[src/rtl/nand_seq_alu.sv]
//------------------------------------------------------------------------------
// nand_seq_alu : multi-cycle bitwise logic unit sequencing one shared NAND stage
// Revision 1.0
//------------------------------------------------------------------------------
`default_nettype none

module nand_seq_alu #(
  parameter int W = 4
) (
  input  logic         clk,
  input  logic         rst_n,
  input  logic         start,
  input  logic [2:0]   op,
  input  logic [W-1:0] a,
  input  logic [W-1:0] b,
  output logic [W-1:0] y,
  output logic         busy,
  output logic         done,
  output logic [7:0]   nand_ops
);

  typedef enum logic [1:0] {
    S_IDLE = 2'd0,
    S_RUN  = 2'd1,
    S_DONE = 2'd2
  } state_t;

  typedef enum logic [2:0] {
    SRC_A  = 3'd0,
    SRC_B  = 3'd1,
    SRC_T1 = 3'd2,
    SRC_T2 = 3'd3,
    SRC_T3 = 3'd4
  } src_t;

  typedef enum logic [1:0] {
    DST_Y  = 2'd0,
    DST_T1 = 2'd1,
    DST_T2 = 2'd2,
    DST_T3 = 2'd3
  } dst_t;

  state_t       state_q, state_d;
  logic [W-1:0] a_q, a_d, b_q, b_d;
  logic [2:0]   op_q, op_d;
  logic [2:0]   step_q, step_d;
  logic [W-1:0] t1_q, t1_d, t2_q, t2_d, t3_q, t3_d;
  logic [W-1:0] y_q, y_d;
  logic         busy_q, busy_d;
  logic         done_q, done_d;
  logic [7:0]   nand_ops_q, nand_ops_d;

  src_t         x_sel, z_sel;
  dst_t         dst_sel;
  logic         last_pass;
  logic [W-1:0] x_op, z_op, nand_out;

  // Pass table: operand sources, destination and final-pass flag per (op, step).
  always_comb begin
    x_sel     = SRC_A;
    z_sel     = SRC_A;
    dst_sel   = DST_Y;
    last_pass = 1'b1;
    case (op_q)
      3'd0: begin x_sel = SRC_A; z_sel = SRC_A; end
      3'd1: begin x_sel = SRC_B; z_sel = SRC_B; end
      3'd2: begin x_sel = SRC_A; z_sel = SRC_B; end
      3'd3: begin
        case (step_q)
          3'd0: begin x_sel = SRC_A; z_sel = SRC_B; dst_sel = DST_T1; last_pass = 1'b0; end
          default: begin x_sel = SRC_T1; z_sel = SRC_T1; end
        endcase
      end
      3'd4: begin
        case (step_q)
          3'd0: begin x_sel = SRC_A; z_sel = SRC_A; dst_sel = DST_T1; last_pass = 1'b0; end
          3'd1: begin x_sel = SRC_B; z_sel = SRC_B; dst_sel = DST_T2; last_pass = 1'b0; end
          default: begin x_sel = SRC_T1; z_sel = SRC_T2; end
        endcase
      end
      3'd5: begin
        case (step_q)
          3'd0: begin x_sel = SRC_A;  z_sel = SRC_A;  dst_sel = DST_T1; last_pass = 1'b0; end
          3'd1: begin x_sel = SRC_B;  z_sel = SRC_B;  dst_sel = DST_T2; last_pass = 1'b0; end
          3'd2: begin x_sel = SRC_T1; z_sel = SRC_T2; dst_sel = DST_T3; last_pass = 1'b0; end
          default: begin x_sel = SRC_T3; z_sel = SRC_T3; end
        endcase
      end
      3'd6: begin
        case (step_q)
          3'd0: begin x_sel = SRC_A; z_sel = SRC_B;  dst_sel = DST_T1; last_pass = 1'b0; end
          3'd1: begin x_sel = SRC_A; z_sel = SRC_T1; dst_sel = DST_T2; last_pass = 1'b0; end
          3'd2: begin x_sel = SRC_B; z_sel = SRC_T1; dst_sel = DST_T3; last_pass = 1'b0; end
          default: begin x_sel = SRC_T2; z_sel = SRC_T3; end
        endcase
      end
      default: begin
        case (step_q)
          3'd0: begin x_sel = SRC_A;  z_sel = SRC_B;  dst_sel = DST_T1; last_pass = 1'b0; end
          3'd1: begin x_sel = SRC_A;  z_sel = SRC_T1; dst_sel = DST_T2; last_pass = 1'b0; end
          3'd2: begin x_sel = SRC_B;  z_sel = SRC_T1; dst_sel = DST_T3; last_pass = 1'b0; end
          3'd3: begin x_sel = SRC_T2; z_sel = SRC_T3; dst_sel = DST_T1; last_pass = 1'b0; end
          default: begin x_sel = SRC_T1; z_sel = SRC_T1; end
        endcase
      end
    endcase
  end

  always_comb begin
    case (x_sel)
      SRC_A:   x_op = a_q;
      SRC_B:   x_op = b_q;
      SRC_T1:  x_op = t1_q;
      SRC_T2:  x_op = t2_q;
      default: x_op = t3_q;
    endcase
    case (z_sel)
      SRC_A:   z_op = a_q;
      SRC_B:   z_op = b_q;
      SRC_T1:  z_op = t1_q;
      SRC_T2:  z_op = t2_q;
      default: z_op = t3_q;
    endcase
  end

  // The one and only NAND stage of the unit.
  assign nand_out = ~(x_op & z_op);

  always_comb begin
    state_d    = state_q;
    a_d        = a_q;
    b_d        = b_q;
    op_d       = op_q;
    step_d     = step_q;
    t1_d       = t1_q;
    t2_d       = t2_q;
    t3_d       = t3_q;
    y_d        = y_q;
    done_d     = 1'b0;
    nand_ops_d = nand_ops_q;
    case (state_q)
      S_IDLE: begin
        if (start) begin
          a_d     = a;
          b_d     = b;
          op_d    = op;
          step_d  = 3'd0;
          state_d = S_RUN;
        end
      end
      S_RUN: begin
        step_d = step_q + 3'd1;
        if (nand_ops_q != 8'hFF) begin
          nand_ops_d = nand_ops_q + 8'd1;
        end
        case (dst_sel)
          DST_T1:  t1_d = nand_out;
          DST_T2:  t2_d = nand_out;
          DST_T3:  t3_d = nand_out;
          default: y_d  = nand_out;
        endcase
        if (last_pass) begin
          state_d = S_DONE;
          done_d  = 1'b1;
        end
      end
      default: begin
        state_d = S_IDLE;
      end
    endcase
    busy_d = (state_d != S_IDLE);
  end

  always_ff @(posedge clk or negedge rst_n) begin
    if (!rst_n) begin
      state_q    <= S_IDLE;
      a_q        <= '0;
      b_q        <= '0;
      op_q       <= 3'd0;
      step_q     <= 3'd0;
      t1_q       <= '0;
      t2_q       <= '0;
      t3_q       <= '0;
      y_q        <= '0;
      busy_q     <= 1'b0;
      done_q     <= 1'b0;
      nand_ops_q <= 8'd0;
    end else begin
      state_q    <= state_d;
      a_q        <= a_d;
      b_q        <= b_d;
      op_q       <= op_d;
      step_q     <= step_d;
      t1_q       <= t1_d;
      t2_q       <= t2_d;
      t3_q       <= t3_d;
      y_q        <= y_d;
      busy_q     <= busy_d;
      done_q     <= done_d;
      nand_ops_q <= nand_ops_d;
    end
  end

  assign y        = y_q;
  assign busy     = busy_q;
  assign done     = done_q;
  assign nand_ops = nand_ops_q;

endmodule

`default_nettype wire

[config.mk]
export PLATFORM = sky130hd
export DESIGN_NAME = nand_seq_alu
export DESIGN_NICKNAME = d
export VERILOG_FILES = /design/src/rtl/nand_seq_alu.sv
export SDC_FILE = /design/constraint.sdc
export NUM_CORES = 1
export LEC_CHECK = 0
export CORE_MARGIN = 4
export CORE_UTILIZATION = 57
export DETAILED_ROUTE_END_ITERATION = 10
export DONT_BUFFER_PORTS = 1
export PLACE_DENSITY = 0.75
export SYNTH_ARGS = -nofsm -noshare
export SYNTH_HDL_FRONTEND = slang
export SYNTH_SLANG_ARGS = --single-unit
[constraint.sdc]
create_clock -name clk -period 2.3 [get_ports clk]
set_input_delay 0.345 -clock clk [delete_from_list [all_inputs] [get_ports clk]]
set_output_delay 0.345 -clock clk [all_outputs]
set_load 0.01 [all_outputs]
**After elaboration in Yosys (flattened, before gate mapping)**

Cells that the tools add are included.

- Bits in registers: 42
- Output and inout port bits: 14

- $add $sub $neg: 2
- Equal/unequal tests: 21
- Mux-type cells: 31
- Bitwise operators: 3
- Reduce and logical (&&, ||, !) cells: 24

Operator list:

| kind | number |
|---|---|
| one-hot mux 3 bit (6 select lines) | 2 |
| one-hot mux 4 bit (4 select lines) | 2 |
| == test 3 x 2 -> 1 bit, second input constant | 8 |
| one-hot mux 2 bit (2 select lines) | 5 |
| one-hot mux 2 bit (3 select lines) | 3 |
| one-hot mux 3 bit (2 select lines) | 3 |
| one-hot mux 3 bit (3 select lines) | 2 |
| AND reduction 2 bit | 7 |
| == test 3 x 1 -> 1 bit, second input constant | 4 |
| zero test 3 bit | 4 |
| OR reduction 2 bit | 6 |
| == test 3 bit, second input constant | 3 |
| OR reduction 3 bit | 3 |
| adder 8 x 1 -> 8 bit, second input constant | 1 |
| 2-to-1 mux 2 bit | 4 |
| != test 8 bit, second input constant | 1 |
| one-hot mux 2 bit (4 select lines) | 1 |
| 2-to-1 mux 1 bit | 7 |
| bitwise AND 4 bit | 1 |
| == test 2 x 1 -> 1 bit, second input constant | 2 |
| == test 2 bit, second input constant | 2 |
| NOT 4 bit | 1 |
| one-hot mux 1 bit (4 select lines) | 1 |
| nonzero test 2 bit | 2 |
| other kinds (6) | 6 |

**Logic depth before layout (Yosys ltp)**

Gate-level depths: netlist of run 1.

- Depth after elaboration: 8
- Depth in mapped cells: 10

**Worst setup path after synthesis of run 1**

No wires, ideal clock.

- Path type: flip-flop to flip-flop
- Start point: register step_q[2]
- End point: register t1_q[2]
- Setup time: 0.158 ns
- Data arrival time: 2.031 ns
- Data required time: 2.142 ns
- Slack: 0.111 ns
- Cell stages (with the launch flop): 10
- Path buffers: 1
- Cell sequence: dfrtp_1 > buf_2 > inv_1 > ha_1 > and4b_4 > nand2_1 > o211a_2 > nor2b_4 > a221oi_2 > a31oi_1

- Longest elaborated chain between the ends: 8
- Elaborated cells on any way between the ends: 38
- Classes of those cells: eq/ne (10); mux (19); bitwise (2); reduce/logical (7)

RTL lines:

| element | line | text |
|---|---|---|
| start: declaration | 46 | `logic [2:0] step_q, step_d;` |
| start signal: assignment | 193 | `step_q <= step_d;` |
| == test 3 x 1 -> 1 bit, or another cell as far along | - |  |
| OR reduction 2 bit (no line) | - |  |
| one-hot mux 2 bit (3 select lines), or another cell as far along | 98 | `case (step_q)` |
| one-hot mux 3 bit (6 select lines) | 64 | `case (op_q)` |
| == test 3 x 2 -> 1 bit, or another cell as far along | 110 | `case (x_sel)` |
| one-hot mux 4 bit (4 select lines), on equally long branches | 110, 117 |  |
| bitwise AND 4 bit | 127 | `assign nand_out = ~(x_op & z_op);` |
| NOT 4 bit | 127 |  |
| end signal: assignment | 194 | `t1_q <= t1_d;` |
| end: declaration | 47 | `logic [W-1:0] t1_q, t1_d, t2_q, t2_d, t3_q, t3_d;` |

Parallel ways exist; a longest one is shown, timed or not.
A chain may end at the register's enable or synchronous reset.

**Worst setup path in the final report of run 1**

- Start point: register step_q[1]
- End point: register t1_q[1]

The elaborated chain is that of the path after synthesis.

==> qor.yml, run 1 <==
outcome:
  outcome: "complete, but fails checks"
  violations: "setup timing"
critical_path:
  required_ps: 2510
  crit_type: "register to register"
  cp.arrival_ps: 2640
  endpoint_kind: "register"
  setup.worst_path.start_class: "register"
  reg2reg_depth: 11
  crit_fanout: 8
logic_synthesis:
  yosysUniqueCellTypes: 59
  synthCells: 242
  avgSynthCellArea_um2: 10.2
  async_flop_share: 1.00
  ys_ff_latch: 42
  yosysWarnings: 0
  synth_edf_count: 0
  ys.flop_type: "dfrtp_1"
  synthesis.nets: 262
  ys_seq_area_frac: 0.425
  synth_area_um2: 2470
floorplan:
  dieArea_um2: 5450
  initial_core_util: 0.605
  coreArea_um2: 4090
  pin_count: 28
  die_h_um: 73.8
  die_w_um: 73.8
  core.rowCount: 23
timing:
  setup_viol: 14
  layout_setup_ws_ps: -126
  rsz0062_at_grt: "yes"
  max_freq_mhz: 412
  hold_viol_final: 0
  drv_slew: 0
  period_share: 1.05
  finClkSkew_ps: 3.45
  tightest_slew_ps: 490
  relSlewSlack: 0.672
  period_minus_slack_ps: 2430
drt:
  avgRoutedWirePerCell_um: 19.7
  detail-route-antenna-nets: 0
  wirelength_mm: 6.36
  route.detailed.drc: 0
  via_per_inst: 6.39
  firstDrtPassIters: 4
  vias: 2063
  drt-initial-drc-count: 171
worst_hold_path:
  hold_depth: 2
  hold_class: "input pin to register"
placed_design:
  gp_congestion: 0.980
  detailed_place_hpwl_mm: 3.97
  dp_cells: 309
  port_buffers: 0
layout:
  fin_cells: 323
  fin_nets: 293
  area_delta_synth_final_pct: 26.2
  drive_gt1_frac: 0.333
  antenna_cells: 0
  fillerInstances: 275
grt:
  first_global_vias: 2008
  grt_pass1_wl_mm: 9.80
  track_usage: 0.235
  antenna_found_initial: 0
  globalRouteOverflowTotal: 0
  grt_max_degree: 43
cts:
  htreeDepth: 2
  clkSlewWorstSetupHoldPaths_ps: 70
  numCtsBuffers: 5
  ctsRootBufferMaster: "clkbuf_8"
  cts_sinks: 42
  clock_latency_ps: 290
  clockBufferDepth: 2
  cts_tree: "yes"
flow_run:
  maxCapViolCount: 0
-- area by class of cell --
| class | instances | area [um^2] | share of cell area |
|---|---|---|---|
| multi-input cells | 181 | 1570 | 0.502 |
| flip-flops and latches | 42 | 1050 | 0.338 |
| repair buffers | 32 | 284 | 0.0911 |
| clock buffers | 6 | 82.6 | 0.0265 |
| well taps | 50 | 62.6 | 0.0201 |
| inverters | 11 | 41.3 | 0.0132 |
| clock inverters | 1 | 30.0 | 0.00963 |
-- kinds of logic (layout without fill, tap and decap cells) --
group / count (synthesis) / in the layout / synth area share
xor+xnor: 8 / 8 / 0.0284
flops: 42 / 42 / 0.425
mux: 15 / 15 / 0.0648
fa+ha+maj: 6 / 6 / 0.0304
buf+inv: 19 / 50 / 0.0390
simple gates: 80 / 80 / 0.173
compound gates: 72 / 72 / 0.239
-- path summary, 6_finish.rpt --
check | start | end | slack, ps
worst min-delay path | op[1] | op_q[1] | 170
worst min register to register | t3_q[1] | t3_q[1] | 560
worst max-delay path | step_q[1] | t1_q[1] | -130
min in group asynchronous | rst_n | nand_ops[6] | 490
worst max register to register | step_q[1] | t1_q[1] | -130
max in group asynchronous | rst_n | t3_q[3] | 1600
-- worst max-delay path: stages (launching register included) --
cell and delay (ps):
dfrtp_1 390, buf_4 140, ha_4 130, ha_4 130
and4b_4 210, a222oi_1 440, o21ai_2 140, buf_6 180
o22ai_2 150, mux2i_1 120, buf_4 160, a31oi_1 170
-- sequential cells by signal, summed over array words and instances, names as in the netlist --
name / count
nand_ops: 8
a_q: 4
b_q: 4
t1_q: 4
t2_q: 4
t3_q: 4
y: 4
op_q: 3
step_q: 3
state_q: 2
busy: 1
done: 1
-- cells in the mapped netlist (all sizes together) (2+ instances only) --
master	n	area, um^2
xnor2	5	43.8
nor2	26	103
dfrtp	42	1050
a41oi	3	26.3
nor3	4	31.3
mux2i	7	70.1
o211ai	3	27.5
nand2	15	56.3
o31a	2	17.5
nand4	3	18.8
o32a	2	20.0
inv	11	41.3
nand2b	8	50.1
o311ai	3	43.8
mux2	8	90.1
o211a	2	20.0
or3	2	12.5
a21boi	2	18.8
o21ai	10	57.6
o2111ai	2	17.5
and2	3	18.8
buf	7	51.3
a221oi	6	71.3
or2b	2	15.0
o21bai	2	15.0
a21o	2	15.0
a31oi	13	81.3
xor2	3	26.3
nor2b	7	51.3
o22ai	10	62.6
a21oi	4	20.0
ha	6	75.1
nand3	4	20.0
-- cells in the final DEF, fill, tap and decap left out, drive strengths merged, types with 4 or more instances in the layout --
master  instances
dfrtp          42
a221oi          6
clkbuf          6
nor2           26
nand2          15
mux2            8
nand2b          8
a31oi          13
mux2i           7
ha              6
xnor2           5
nor3            4
a21oi           4
o22ai          10
nand3           4
inv            11
nor2b           7
o21ai          10
buf            31
-- stage by stage --
stage	TNS, ps	util	area [um^2]	setup WS [ps]	hold WS [ps]
after floorplan	0	-	2470	111	49.4
after global placement	-139	0.657	2680	-40.3	50.2
after detailed placement	-554	0.657	2680	-109	50.1
after CTS	0	0.705	2880	0.621	170
after global routing	-1740	0.763	3120	-174	187
final	-1050	0.763	3120	-126	171
-- what timing repair did --
item / 4_1_cts / 5_1_grt
endpoints found under the setup margin: 16 / 16
cloned: 0 / 0
hold buffers: 2 / 0
setup buffers: 1 / 4
resized for setup: 7 / 37
endpoints found under the hold margin: 42 / 0
pin swaps: 4 / 20
-- layer usage --
layer,GRT usage,vias to the layer above,share of wire
met2,0.365,71,0.50
li1,-,963,-
met3,0.0451,10,0.068
met1,0.329,1019,0.41
met5,0,-,0
met4,0.0825,0,0.019
Power of run 1 is not shown: default switching activity piles up to over one toggle a cycle in this logic, so the estimate is an artifact.
==> run 2: changes to the inputs <==
PLACE_DENSITY = 0.71   (was 0.75)
==> run 2 against run 1 <==
Utilization down 0.61 points. Final cell count grew 0.31%. Critical endpoint is now t3_q[2]. The flow still finishes with violations (setup timing). Critical path depth is 2 lower. Fmax grew 4.2%. First-iteration DRC count shrank 2.3%. Count of clock-buffer cells in the layout unchanged. Die area unchanged.
==> qor.yml, run 2 (synthesized netlist as in run 1, its figures left out) <==
layout:
  fin_nets: 293
  layout_commonest_cell: "dfrtp_1"
  largest_reg_flops: 8
  area_delta_synth_final_pct: 25.2
  final_cell_mix: "dfrtp_1, buf_4, nor2_1"
  antenna_cells: 0
  drive_gt1_frac: 0.318
worst_hold_path:
  hold_depth: 2
  hold_class: "input pin to register"
  min_from: "op[1]"
  min_to: "op_q[1]"
critical_path:
  required_ps: 2520
  critPathMaxStageDelay_ps: 450
  cp.arrival_ps: 2550
  critPathSlowestCell: "o311ai_1"
  cpMostUsedCell: "buf_4"
  setup.worst_path.start_class: "register"
  worst-r2r-setup-slack_ps: -30
  reg2reg_depth: 9
  crit_fanout: 8
  path_cells: "buf_4 > ha_4 > nor2b_1 > o311ai_1 > o211ai_4 > o22ai_2 > mux2i_1 > buf_4 > a31oi_1"
  r2r-start: "step_q[1]"
  endpoint_kind: "register"
  r2r_end: "t3_q[2]"
  crit_type: "register to register"
  crit_start: "step_q[1]"
grt:
  grt_max_degree: 43
  first_global_vias: 1949
  globalRouteOverflowTotal: 0
  antenna_found_initial: 0
  track_usage: 0.232
  grt_pass1_wl_mm: 9.58
cts:
  clockBufferDepth: 2
  ctsRootBufferMaster: "clkbuf_8"
  cts_tree: "yes"
  clkSlewWorstSetupHoldPaths_ps: 80
  clock_latency_ps: 300
  numCtsBuffers: 5
  htreeDepth: 2
  cts_sinks: 42
timing:
  period_share: 1.01
  tightest_slew_ps: 500
  period_minus_slack_ps: 2330
  hold_viol_final: 0
  setup_viol: 11
  drv_slew: 0
  layout_setup_ws_ps: -29.0
  rsz0062_at_grt: "yes"
  finClkSkew_ps: 4.34
  relSlewSlack: 0.661
  max_freq_mhz: 429
drt:
  detail-route-antenna-nets: 0
  wirelength_mm: 6.12
  route.detailed.drc: 0
  avgRoutedWirePerCell_um: 18.9
  drt-initial-drc-count: 167
  via_per_inst: 6.40
  vias: 2073
  firstDrtPassIters: 4
placed_design:
  dp_slack_ps: -154
  detailed_place_hpwl_mm: 4.02
  gp_congestion: 0.923
  port_buffers: 0
flow_run:
  maxCapViolCount: 0
outcome:
  outcome: "complete, but fails checks"
  violations: "setup timing"
floorplan:
  die_h_um: 73.8
  pin_count: 28
  coreArea_um2: 4090
  initial_core_util: 0.605
  dieArea_um2: 5450
  die_w_um: 73.8
  core.rowCount: 23
==> run 2: changes by cell type in the layout (fill, tap and decap cells not counted), moves of 2 or more <==
cell / change
o22ai_1: +2
ha_4: -2
a31oi_1: -2
dfrtp_1: +2
ha_2: +2
o22ai_2: -2
dfrtp_2: -2
==> run 2: worst max-delay path by stage <==
| stage | endpoint | cells past startpoint |
|---|---|---|
| detailed placement | t1_q[3] | 8 |
| global placement | t3_q[3] | 8 |
| CTS | y[3] | 9 |
| floorplan | t1_q[2] | 9 |
| global route | y[2] | 10 |
| finish | t3_q[2] | 9 |
==> run 2: worst max-delay path: cells and delay by family (launching register included) <==
family | cells | cell delay (ps)
flops | 1 | 410
fa+ha+maj | 1 | 180
simple gates | 1 | 160
buf+inv | 2 | 310
mux | 1 | 100
compound gates | 4 | 1080
==> run 2: what timing repair did <==
item,in CTS,in global routing
setup buffers,0,3
pin swaps,4,18
gates cloned,0,0
hold buffers,2,0
resized for setup,10,28
setup endpoints to repair,16,16
endpoints found under the hold margin,42,0
==> run 2: routing by layer <==
metal  global-route usage  up-vias  share of wire
met5                    0        -              0
met1                0.307     1017           0.41
met4               0.0905        0          0.029
met2                0.367       72           0.50
met3               0.0561       17          0.057
li1                     -      967              -
==> run 2: area by class of cell <==
cell class | instances | area (um^2)
multi-input combinational | 181 | 1550
sequential | 42 | 1050
fill | 263 | 992
timing repair buffer | 32 | 288
clock buffer | 6 | 82.6
tap | 50 | 62.6
inverter | 11 | 41.3
clock inverter | 2 | 16.3
==> run 2: through the flow <==
stage / hold slack (ps) / std cells / cell area, um^2 / util / TNS [ps]
after floorplan: 49.4 / 242 / 2470 / - / 0
after global placement: 50.2 / 311 / 2700 / 0.660 / -671
after detailed placement: 50.1 / 311 / 2700 / 0.660 / -925
after CTS: 167 / 321 / 2890 / 0.706 / 0
after global routing: 167 / 324 / 3090 / 0.757 / -1560
final: 168 / 324 / 3090 / 0.757 / -125
Power of run 2 is left out for the same reason.
==> run 3: changes to the inputs <==
REMOVE_ABC_BUFFERS = 1   (was not set)
==> run 3 against run 2 <==
The run still ends with setup timing left. Register-to-register slack gained 20 ps. Utilization shrank 2.6 points. Flip-flop and latch count is the same. Critical path type unchanged.
==> qor.yml, run 3 (synthesized netlist as in run 1, its figures left out) <==
grt:
  grt_pass1_wl_mm: 9.60
  globalRouteOverflowTotal: 0
  track_usage: 0.233
  first_global_vias: 2004
  antenna_found_initial: 0
  grt_max_degree: 43
outcome:
  violations: "setup timing"
  outcome: "complete, but fails checks"
placed_design:
  port_buffers: 0
  gp_congestion: 0.901
  detailed_place_hpwl_mm: 4.13
  placed_cell_area_um2: 2680
critical_path:
  critPathSlowestCell: "dfrtp_1"
  path_cells: "ha_4 > ha_4 > and4b_4 > a222oi_1 > o21ai_2 > o22ai_1 > mux2i_1 > buf_4 > a31oi_1"
  setup.worst_path.start_class: "register"
  cp.arrival_ps: 2530
  worst-r2r-setup-slack_ps: -10
  critPathMaxStageDelay_ps: 450
  r2r_end: "t1_q[1]"
  r2r-start: "step_q[1]"
  cpMostUsedCell: "ha_4"
  endpoint_kind: "register"
  reg2reg_depth: 9
  required_ps: 2520
  crit_type: "register to register"
  crit_fanout: 8
layout:
  final_cell_area_um2: 2990
  fillerInstances: 293
  antenna_cells: 0
  final_cell_mix: "dfrtp_1, buf_4, nor2_1"
  drive_gt1_frac: 0.287
  largest_reg_flops: 8
  layout_commonest_cell: "dfrtp_1"
  fin_nets: 291
  final_util: 0.731
  area_delta_synth_final_pct: 20.9
timing:
  period_share: 1.01
  tns_ps: -29.3
  hold_viol_final: 0
  period_minus_slack_ps: 2310
  max_freq_mhz: 432
  tightest_slew_ps: 466
  rsz0062_at_grt: "yes"
  setup_viol: 4
  finClkSkew_ps: 10.6
  layout_setup_ws_ps: -12.3
  timing.hold.ws_ps: 166
  relSlewSlack: 0.689
  drv_slew: 0
drt:
  via_per_inst: 6.26
  avgRoutedWirePerCell_um: 18.3
  vias: 2016
  firstDrtPassIters: 4
  route.detailed.drc: 0
  wirelength_mm: 5.90
  drt-initial-drc-count: 187
  detail-route-antenna-nets: 0
cts:
  htreeDepth: 2
  ctsRootBufferMaster: "clkbuf_8"
  clockBufferDepth: 2
  clkSlewWorstSetupHoldPaths_ps: 80
  cts_sinks: 42
  numCtsBuffers: 5
  clock_latency_ps: 300
  cts_tree: "yes"
worst_hold_path:
  min_to: "op_q[2]"
  min_from: "op[2]"
  hold_class: "input pin to register"
  hold_depth: 2
flow_run:
  maxCapViolCount: 0
floorplan:
  dieArea_um2: 5450
  pin_count: 28
  die_w_um: 73.8
  core.rowCount: 23
  die_h_um: 73.8
  coreArea_um2: 4090
  initial_core_util: 0.605
pwr:
  p_leak_nw: 1.23
  pwr_density_cell_nw_per_um2: 1800
  fin_total_pwr_w: 0.00537
  vdd_ir_drop_max_mv: 0.928
[run 3: final cells by class]
class,count,area (um^2),area share
clock buffer,6,82.6,0.0276
clock inverter,2,12.5,0.00419
inverter,11,41.3,0.0138
multi-input combinational,181,1480,0.497
sequential,42,1050,0.352
tap,50,62.6,0.0209
timing repair buffer,30,253,0.0846
[run 3: worst max path at each step]
stage	slack (ps)	to	from	depth (start not counted)
floorplan	110	t1_q[2]	step_q[0]	8
global placement	-110	t3_q[3]	step_q[1]	8
detailed placement	-190	t3_q[3]	step_q[1]	8
CTS	20	t3_q[3]	step_q[0]	8
global route	-120	t3_q[2]	step_q[1]	9
finish	-10	t1_q[1]	step_q[1]	9
[run 3: report_power, final]
part | switching, W | internal (W)
combinational | 0.00178 | 0.00159
sequential | 0.000425 | 0.00107
clock | 0.000264 | 0.000241
[run 3: through the flow]
step / std cells / worst slack (ps)
after global routing: 322 / -121
after detailed placement: 309 / -190
after global placement: 309 / -114
final: 322 / -12.3
after CTS: 321 / 18.8
after floorplan: 234 / 107
[run 3: routing by layer]
layer	share of wire	up-vias	routed length (um)	GRT usage
met5	0	-	0	0
li1	-	962	-	-
met3	0.051	10	298	0.0561
met4	0.021	0	121	0.103
met2	0.48	51	2830	0.358
met1	0.45	993	2640	0.311
[run 3: timing repair]
item,in CTS,in global routing
setup buffers,3,2
hold buffers,2,0
pin swaps,5,13
hold endpoints to repair,42,0
resized for setup,12,17
endpoints found under the setup margin,16,16
[run 3: worst max-delay path: cells and delay by family (launching register included)]
kind | cells | cell delay, ps
AO/OA/AOI/OAI | 4 | 1000
adder cells (fa/ha/maj) | 2 | 320
buffers and inverters | 1 | 160
flip-flops | 1 | 450
multiplexers | 1 | 110
AND/OR/NAND/NOR | 1 | 210
(Power assumes the default switching activity.)
